### config.mk
export PLATFORM = sky130hd
export DESIGN_NAME = rtype_encoder
export DESIGN_NICKNAME = d
export VERILOG_FILES = /design/src/rtl/rtype_encoder.sv
export SDC_FILE = /design/constraint.sdc
export NUM_CORES = 1
export LEC_CHECK = 0
export BUFFER_PORTS_ARGS = -buffer_cell sky130_fd_sc_hd__buf_2
export CAP_MARGIN = 10
export CORE_MARGIN = 2
export CORE_UTILIZATION = 45
export DETAILED_ROUTE_END_ITERATION = 10
export GPL_ROUTABILITY_DRIVEN = 1
export PLACE_DENSITY_LB_ADDON = 0.05
export SLEW_MARGIN = 20
export SYNTH_ARGS = -nofsm -noshare
export SYNTH_HDL_FRONTEND = slang
export SYNTH_SLANG_ARGS = --single-unit
export TNS_END_PERCENT = 5
### constraint.sdc
create_clock -name clk -period 2.7 [get_ports clk]
set_input_delay 0.135 -clock clk [delete_from_list [all_inputs] [get_ports clk]]
set_output_delay 0.135 -clock clk [all_outputs]
set_load 0.005 [all_outputs]
### src/rtl/rtype_encoder.sv
// R-type instruction encoder feeding a small valid/ready FIFO.
// Define RTYPE_W_OPS_EN to enable the subw/sraw (0111011) encodings.
module rtype_encoder #(
  parameter int DEPTH = 4,
  parameter int CNT_W = 8,
  localparam int AW = $clog2(DEPTH)
) (
  input  logic             clk,
  input  logic             rst_n,
  input  logic             in_valid,
  output logic             in_ready,
  input  logic [3:0]       op_sel,
  input  logic [4:0]       rs1_addr,
  input  logic [4:0]       rs2_addr,
  input  logic [4:0]       rd_addr,
  output logic             out_valid,
  input  logic             out_ready,
  output logic [31:0]      out_instr,
  output logic [AW:0]      fill,
  output logic             illegal,
  output logic [CNT_W-1:0] illegal_cnt
);

  localparam logic [6:0] OPC = 7'b0110011;
  localparam logic [6:0] OPC_W = 7'b0111011;
  localparam logic [6:0] F7_ALT = 7'b0100000;

  logic        op_legal;
  logic [2:0]  fun3;
  logic [6:0]  fun7;
  logic [6:0]  opcode;
  logic [31:0] word;

  logic [AW:0] wptr;
  logic [AW:0] rptr;
  logic [31:0] mem [DEPTH];
  logic        full;
  logic        empty;
  logic        push;
  logic        pop;
  logic        ill_acc;

  always_comb begin
    op_legal = 1'b1;
    fun3     = 3'b000;
    fun7     = 7'b0000000;
    opcode   = OPC;
    unique case (op_sel)
      4'd0: fun3 = 3'b000;
      4'd1: begin fun3 = 3'b000; fun7 = F7_ALT; end
      4'd2: fun3 = 3'b001;
      4'd3: fun3 = 3'b010;
      4'd4: fun3 = 3'b011;
      4'd5: fun3 = 3'b100;
      4'd6: fun3 = 3'b101;
      4'd7: begin fun3 = 3'b101; fun7 = F7_ALT; end
      4'd8: fun3 = 3'b110;
      4'd9: fun3 = 3'b111;
`ifdef RTYPE_W_OPS_EN
      4'd10: begin
        fun3   = 3'b000;
        fun7   = F7_ALT;
        opcode = OPC_W;
      end
      4'd11: begin
        fun3   = 3'b101;
        fun7   = F7_ALT;
        opcode = OPC_W;
      end
`endif
      default: op_legal = 1'b0;
    endcase
  end

  assign word = {fun7, rs2_addr, rs1_addr, fun3, rd_addr, opcode};

  assign empty = (wptr == rptr);
  assign full  = (wptr[AW] != rptr[AW]) &&
                 (wptr[AW-1:0] == rptr[AW-1:0]);

  // Illegal requests never touch storage, so they bypass the full check.
  assign in_ready = !full || !op_legal;
  assign push     = in_valid && in_ready && op_legal;
  assign ill_acc  = in_valid && !op_legal;
  assign pop      = !empty && out_ready;

  assign out_valid = !empty;
  assign out_instr = empty ? 32'h0 : mem[rptr[AW-1:0]];
  assign fill      = wptr - rptr;

  always_ff @(posedge clk) begin
    if (push) mem[wptr[AW-1:0]] <= word;
  end

  always_ff @(posedge clk or negedge rst_n) begin
    if (!rst_n) begin
      wptr        <= '0;
      rptr        <= '0;
      illegal     <= 1'b0;
      illegal_cnt <= '0;
    end else begin
      if (push) wptr <= wptr + 1'b1;
      if (pop)  rptr <= rptr + 1'b1;
      illegal <= ill_acc;
      if (ill_acc && illegal_cnt != '1)
        illegal_cnt <= illegal_cnt + 1'b1;
    end
  end

endmodule

==> impl_metrics.env, run 1 <==
export IMPL_via_count=2053
export IMPL_wl_mm=6.77
export IMPL_ir_drop_v=0.000674
export IMPL_syn_cell_area_mm2=0.00395
export IMPL_ant_nets=0
export IMPL_ys_flop_type="edfxtp_1"
export IMPL_cts_buffers=9
export IMPL_grt_max_degree=23
export IMPL_drive_above_1_share_pct=35.8
export IMPL_crit_top_cell="inv_1"
export IMPL_grt_overflow_total=0
export IMPL_portBuffers=59
export IMPL_rr_endpoint="mem[1][4]$_DFFE_PP_"
export IMPL_grtUsageTotal_pct=15.1
export IMPL_dr_pass1_iters=4
export IMPL_clockBufferDepth=2
export IMPL_setup_worst_path_start_class="flip-flop"
export IMPL_path_clk_slew_ns=0.09
export IMPL_slew_headroom_pct=64.6
export IMPL_fp_dieW_um=97.7
export IMPL_setup_violations=0
export IMPL_leakage_nw=1.77
export IMPL_cellPowerDensity_mw_per_mm2=1010
export IMPL_r2r_slack_ns=0.62
export IMPL_cts_sinks=91
export IMPL_reg2regPathDepth=5
export IMPL_dp_cells=387
export IMPL_worst_slew_pin_transition_ns=0.531
export IMPL_syn_instance_count=228
export IMPL_dpl_hpwl_mm=4.36
export IMPL_antenna_cells=0
export IMPL_status="completed"
export IMPL_crit_fanout=18
export IMPL_fin_nets=337
export IMPL_drt_vias_per_instance=4.91
export IMPL_final_common_cell="edfxtp_1"
export IMPL_fmax_mhz=454
export IMPL_hold_viol=0
export IMPL_setup_tns_ns=0
export IMPL_cts_root_buf="clkbuf_8"
export IMPL_min_path_cells=1
export IMPL_start_util_pct=45.8
export IMPL_crit_type="flip-flop to output port"
export IMPL_maxCapViolCount=0
export IMPL_reg2reg_from="wptr[0]$_DFFE_PN0P_"
export IMPL_rows=34
export IMPL_post_route_drc_count=0
export IMPL_drt_iter0_markers=73
export IMPL_die_area_mm2=0.00955
export IMPL_post_cts_setup_buffer_count=0
export IMPL_wl_per_cell_um=16.2
export IMPL_cts_tree="yes"
export IMPL_min_period_ns=2.20
export IMPL_synthArstFlopShare_pct=16.5
export IMPL_post_cts_resized=0
export IMPL_holdCritPathClass="primary input to flip-flop"
export IMPL_cp_required_ns=2.57
export IMPL_htreeDepth=3
export IMPL_clock_latency_ns=0.35
export IMPL_fin_crit_sh_pct=81.5
export IMPL_area_growth_pct=18.2
export IMPL_grt_setup_unrepaired="false"
export IMPL_hold_start="rd_addr[1]"
export IMPL_maxSlewViolCount=0
export IMPL_hold_end="mem[2][1]$_DFFE_PP_"
export IMPL_path_cells="inv_1 > ha_1 > nand2_1 > nor2_2 > buf_4 > inv_1 > buf_2"
export IMPL_netlist_cell_type_count=38
export IMPL_fin_hold_ws_ns=0.0214
export IMPL_crit_arrival_ns=2.07
export IMPL_layout_common_cells="76 x edfxtp_1, 59 x buf_2, 19 x mux4_2, 19 x nor2b_1"
export IMPL_cp_end_kind="output port"
export IMPL_synth_warnings=0
export IMPL_grt_pass1_vias=2003
export IMPL_core_area_mm2=0.00864
export IMPL_fin_cells=418
export IMPL_synth_edf_count=76
export IMPL_ios=69
export IMPL_dieHeight_um=97.7
export IMPL_cp_slowest_cell="dfrtp_1"
export IMPL_skew_ns=0.00785
export IMPL_gp_congestion=0.721
export IMPL_ys_seq_area_share_pct=67.2
export IMPL_yosys_register_bits=91
export IMPL_postSynthAreaPerCell_um2=17.3
export IMPL_grt_pass1_wl_mm=10.8
export IMPL_critical_path_max_stage_delay_ns=0.39
export IMPL_grt_antenna_before_repair=0
## synthesized netlist by cell type (4+ instances only)
library cell	instances	area [µm²]
edfxtp_1	76	2280
mux4_2	19	428
nand2_1	5	18.8
dfrtp_1	15	375
inv_1	9	33.8
nand2b_1	5	31.3
buf_4	13	97.6
xor2_1	4	35.0
nand4_1	5	31.3
mux2_2	4	45.0
nor2b_1	19	119
nor2_1	4	15.0
ha_1	8	100
xnor2_1	7	61.3
## logic make-up (layout without fill, tap and decap cells)
family	after synthesis	in the layout	synth area share [%]
DFF	91	91	67.2
and+or+nand+nor	46	46	7.12
buffers and inverters	30	104	4.18
muxes	26	26	12.9
AOI/OAI and AO/OA	13	13	2.75
xor gates and xnor gates	11	11	2.44
adders and majority gates	10	10	3.29
other	1	9	0.0948
## worst max-delay path by stage
stage	start	to	slack (ns)	depth (start not counted)
floorplan	rptr[1]$_DFFE_PN0P_	mem[3][0]$_DFFE_PP_	0.48	5
global placement	wptr[0]$_DFFE_PN0P_	mem[0][10]$_DFFE_PP_	0.64	5
detailed placement	wptr[0]$_DFFE_PN0P_	mem[1][10]$_DFFE_PP_	0.62	5
CTS	wptr[0]$_DFFE_PN0P_	out_instr[1]	0.42	7
global route	wptr[0]$_DFFE_PN0P_	out_instr[1]	0.30	7
finish	wptr[0]$_DFFE_PN0P_	out_instr[5]	0.50	7
## critical path: cells and delay by family, from the launching register on
kind | cells | cell delay [ns]
buffers and inverters | 4 | 0.64
DFF | 1 | 0.39
and+or+nand+nor | 2 | 0.36
adders and majority gates | 1 | 0.32
## stage by stage
| stage | total power, mW | util [%] | area, µm² | worst slack, ns |
|---|---|---|---|---|
| final | 4.70 | 54.1 | 4670 | 0.499 |
| after global routing | 5.05 | 54.1 | 4670 | 0.296 |
| after CTS | 4.79 | 53.9 | 4650 | 0.420 |
| after detailed placement | 3.86 | 50.2 | 4330 | 0.621 |
| after global placement | 3.87 | 50.2 | 4330 | 0.640 |
| after floorplan | 3.19 | - | 3980 | 0.477 |
## power by group
group          internal (mW)  switching (mW)
Clock                  0.425           0.486
Sequential              1.80           0.124
Combinational          0.957           0.911
## cell type report
type | count | area, µm²
fillers | 712 | 3960
flip-flops and latches | 91 | 2660
inverters | 10 | 37.5
clock buffers | 9 | 124
repair buffers | 78 | 488
multi-input cells | 115 | 1160
well taps | 108 | 135
clock inverters | 7 | 67.6
## flip-flops by register name, indices dropped and copies added, names as in the netlist
register / count
illegal_cnt: 8
mem: 76
wptr: 3
rptr: 3
illegal: 1
## metal layers
layer | wire (µm) | vias up | global-route usage, %
met3 | 372 | 6 | 4.94
met1 | 3140 | 993 | 21.1
li1 | - | 993 | -
met5 | 0 | - | 0
met4 | 67 | 0 | 5.45
met2 | 3190 | 61 | 22.6
## repair_timing
action	CTS	global route
endpoints found under the setup margin	0	0
endpoints found under the hold margin	57	8
hold buffers	13	2
No activity file was read; power rests on OpenSTA's default activity.
==> run 2, diff against run 1 <==
--- a/config.mk
+++ b/config.mk
@@ -5,6 +5,7 @@
 export SDC_FILE = /design/constraint.sdc
 export NUM_CORES = 1
 export LEC_CHECK = 0
+export ABC_AREA = 1
 export BUFFER_PORTS_ARGS = -buffer_cell sky130_fd_sc_hd__buf_2
 export CAP_MARGIN = 10
 export CORE_MARGIN = 2
==> constraint.sdc (replaced) <==
create_clock -name clk -period 2.05 [get_ports clk]
set_input_delay 0.1025 -clock clk [delete_from_list [all_inputs] [get_ports clk]]
set_output_delay 0.1025 -clock clk [all_outputs]
set_load 0.005 [all_outputs]
==> run 2 against run 1 <==
  * Global-route usage grew 3.3 points
  * Non-clock buffer count grew 10
  * Cell area grew 7.7%
  * Worst hold slack gained 0.065 ns
  * Synthesized area grew 4.4%
  * Clock skew grew 0.0060 ns
  * Sequential power grew 29%
  * Critical path depth is the same
  * Synthesized cell count grew 73%
  * Total power grew 46%
==> impl_metrics.env, run 2 <==
export IMPL_status="completed"
export IMPL_yosysTopAreaCell="edfxtp_1"
export IMPL_area_growth_pct=21.9
export IMPL_drt_vias_per_instance=4.96
export IMPL_synth_warnings=0
export IMPL_hold_viol=0
export IMPL_synth_top_area_share_pct=55.3
export IMPL_setup_tns_ns=0
export IMPL_grt_setup_unrepaired="false"
export IMPL_setup_violations=0
export IMPL_fp_dieW_um=99.8
export IMPL_dp_cells=554
export IMPL_dr_pass1_iters=5
export IMPL_netlist_cell_type_count=26
export IMPL_htreeDepth=3
export IMPL_setup_worst_path_start_class="flip-flop"
export IMPL_rows=34
export IMPL_crit_type="flip-flop to output port"
export IMPL_grt_overflow_total=0
export IMPL_synthTopCellsByCount="91 x nor2_1, 76 x edfxtp_1, 63 x nand2_1, 33 x o21ai_0, 23 x inv_1"
export IMPL_hold_start="in_valid"
export IMPL_yosys_cell_count_top_type="nor2_1"
export IMPL_slew_headroom_pct=65.2
export IMPL_fmax_mhz=509
export IMPL_wl_per_cell_um=15.0
export IMPL_postSynthAreaPerCell_um2=10.4
export IMPL_grt_antenna_before_repair=0
export IMPL_ant_nets=0
export IMPL_dieHeight_um=99.8
export IMPL_cts_root_buf="clkbuf_8"
export IMPL_largest_reg_flops=76
export IMPL_core_area_mm2=0.00881
export IMPL_synthArstFlopShare_pct=16.5
export IMPL_synthTopCellsByArea="edfxtp_1 55%, dfrtp_1 9.1%, nor2_1 8.3%"
export IMPL_grtUsageTotal_pct=18.4
export IMPL_antenna_cells=0
export IMPL_ys_seq_area_share_pct=64.4
export IMPL_drt_iter0_markers=127
export IMPL_drive_above_1_share_pct=23.6
export IMPL_dp_slack_ns=0.121
export IMPL_fin_nets=510
export IMPL_holdCritPathClass="primary input to flip-flop"
export IMPL_min_period_ns=1.96
export IMPL_fin_cells=591
export IMPL_grt_pass1_vias=2813
export IMPL_crit_fanout=6
export IMPL_maxSlewViolCount=0
export IMPL_layout_setup_ws_ns=0.0863
export IMPL_clockBufferDepth=2
export IMPL_cts_tree="yes"
export IMPL_grt_pass1_wl_mm=14.2
export IMPL_ios=69
export IMPL_critPathLaunch="wptr[1]$_DFFE_PN0P_"
export IMPL_ir_drop_v=0.000554
export IMPL_portBuffers=59
export IMPL_gp_congestion=0.794
export IMPL_maxCapViolCount=0
export IMPL_via_count=2930
export IMPL_skew_ns=0.0138
export IMPL_power_total_mw=6.85
export IMPL_syn_cell_area_mm2=0.00413
export IMPL_cts_sinks=91
export IMPL_start_util_pct=46.9
export IMPL_layout_common_cells="87 x nor2_1, 76 x edfxtp_1, 62 x nand2_1"
export IMPL_final_util_pct=57.1
export IMPL_path_clk_slew_ns=0.09
export IMPL_crit_arrival_ns=1.86
export IMPL_synth_edf_count=76
export IMPL_ys_flop_type="edfxtp_1"
export IMPL_die_area_mm2=0.00996
export IMPL_leakage_nw=2.06
export IMPL_cp_required_ns=1.95
export IMPL_yosys_register_bits=91
export IMPL_dpl_hpwl_mm=5.63
export IMPL_wl_mm=8.85
export IMPL_cellPowerDensity_mw_per_mm2=1360
export IMPL_final_common_cell="nor2_1"
export IMPL_reg2reg_from="wptr[1]$_DFFE_PN0P_"
export IMPL_worst_slew_pin_transition_ns=0.517
export IMPL_cts_buffers=9
export IMPL_cp_end_kind="output port"
export IMPL_clock_latency_ns=0.35
export IMPL_fin_crit_sh_pct=95.8
export IMPL_post_route_drc_count=0
export IMPL_grt_max_degree=40
export IMPL_syn_instance_count=395
-- run 2: path summary, 6_finish.rpt --
check                      slack [ns]  cells past startpoint                         end
setup / recovery                 0.09                      7               out_instr[19]
setup reg to reg                 0.21                      7        mem[3][17]$_DFFE_PP_
max in group asynchronous        1.61                      2         wptr[1]$_DFFE_PN0P_
min in group asynchronous        0.19                      2         rptr[2]$_DFFE_PN0P_
hold / removal                   0.09                      3           illegal$_DFF_PN0_
hold reg to reg                  0.56                      2  illegal_cnt[1]$_DFFE_PN0P_
-- run 2: power by group --
group / internal, mW / switching, mW
sequential: 2.32 / 0.153
combinational: 1.24 / 1.91
clock: 0.577 / 0.646
-- run 2: critical path, cell delays in order (launching register included) --
cell and delay, ns:
dfrtp_1 0.44, ha_1 0.32, nand2_1 0.08, inv_2 0.06
nand3_4 0.23, clkinv_8 0.12, a21oi_2 0.13, buf_2 0.12
-- run 2: kinds of logic after synthesis --
group | synth area share [%]
compound gates | 7.97
xor+xnor | 1.27
other cells | 0.0908
buf+inv | 6.52
fa+ha+maj | 2.91
simple gates | 16.9
flops | 64.4
-- run 2: timing repair --
action                                  in CTS  in global routing
buffers inserted                             0                  2
endpoints found under the setup margin      19                 19
endpoints found under the hold margin       75                  0
hold buffers                                16                  0
resized for setup                            5                 17
gates cloned                                 1                  2
pin swaps                                    0                  1
-- run 2: per-stage QoR --
stage	area [µm²]	hold slack, ns
2_1_floorplan	4200	-0.193
3_3_place_gp	4550	0.0314
3_5_place_dp	4550	0.0317
4_1_cts	4940	0.0726
5_1_grt	5030	0.0783
6_report	5030	0.0864
-- run 2: area by class of cell --
cell class / count / area, µm²
clock inverter: 6 / 72.6
clock buffer: 10 / 128
tap: 108 / 135
multi-input combinational: 259 / 1320
timing repair buffer: 88 / 582
fill: 768 / 3770
timing repair inverter: 3 / 26.3
inverter: 26 / 113
sequential: 91 / 2660
-- run 2: per-layer routing --
| metal | wire [µm] | vias to the layer above | track usage, % |
|---|---|---|---|
| met5 | 0 | - | 0 |
| met2 | 4340 | 50 | 31.1 |
| met4 | 57 | 0 | 4.43 |
| li1 | - | 1464 | - |
| met3 | 234 | 5 | 3.55 |
| met1 | 4220 | 1411 | 24.8 |
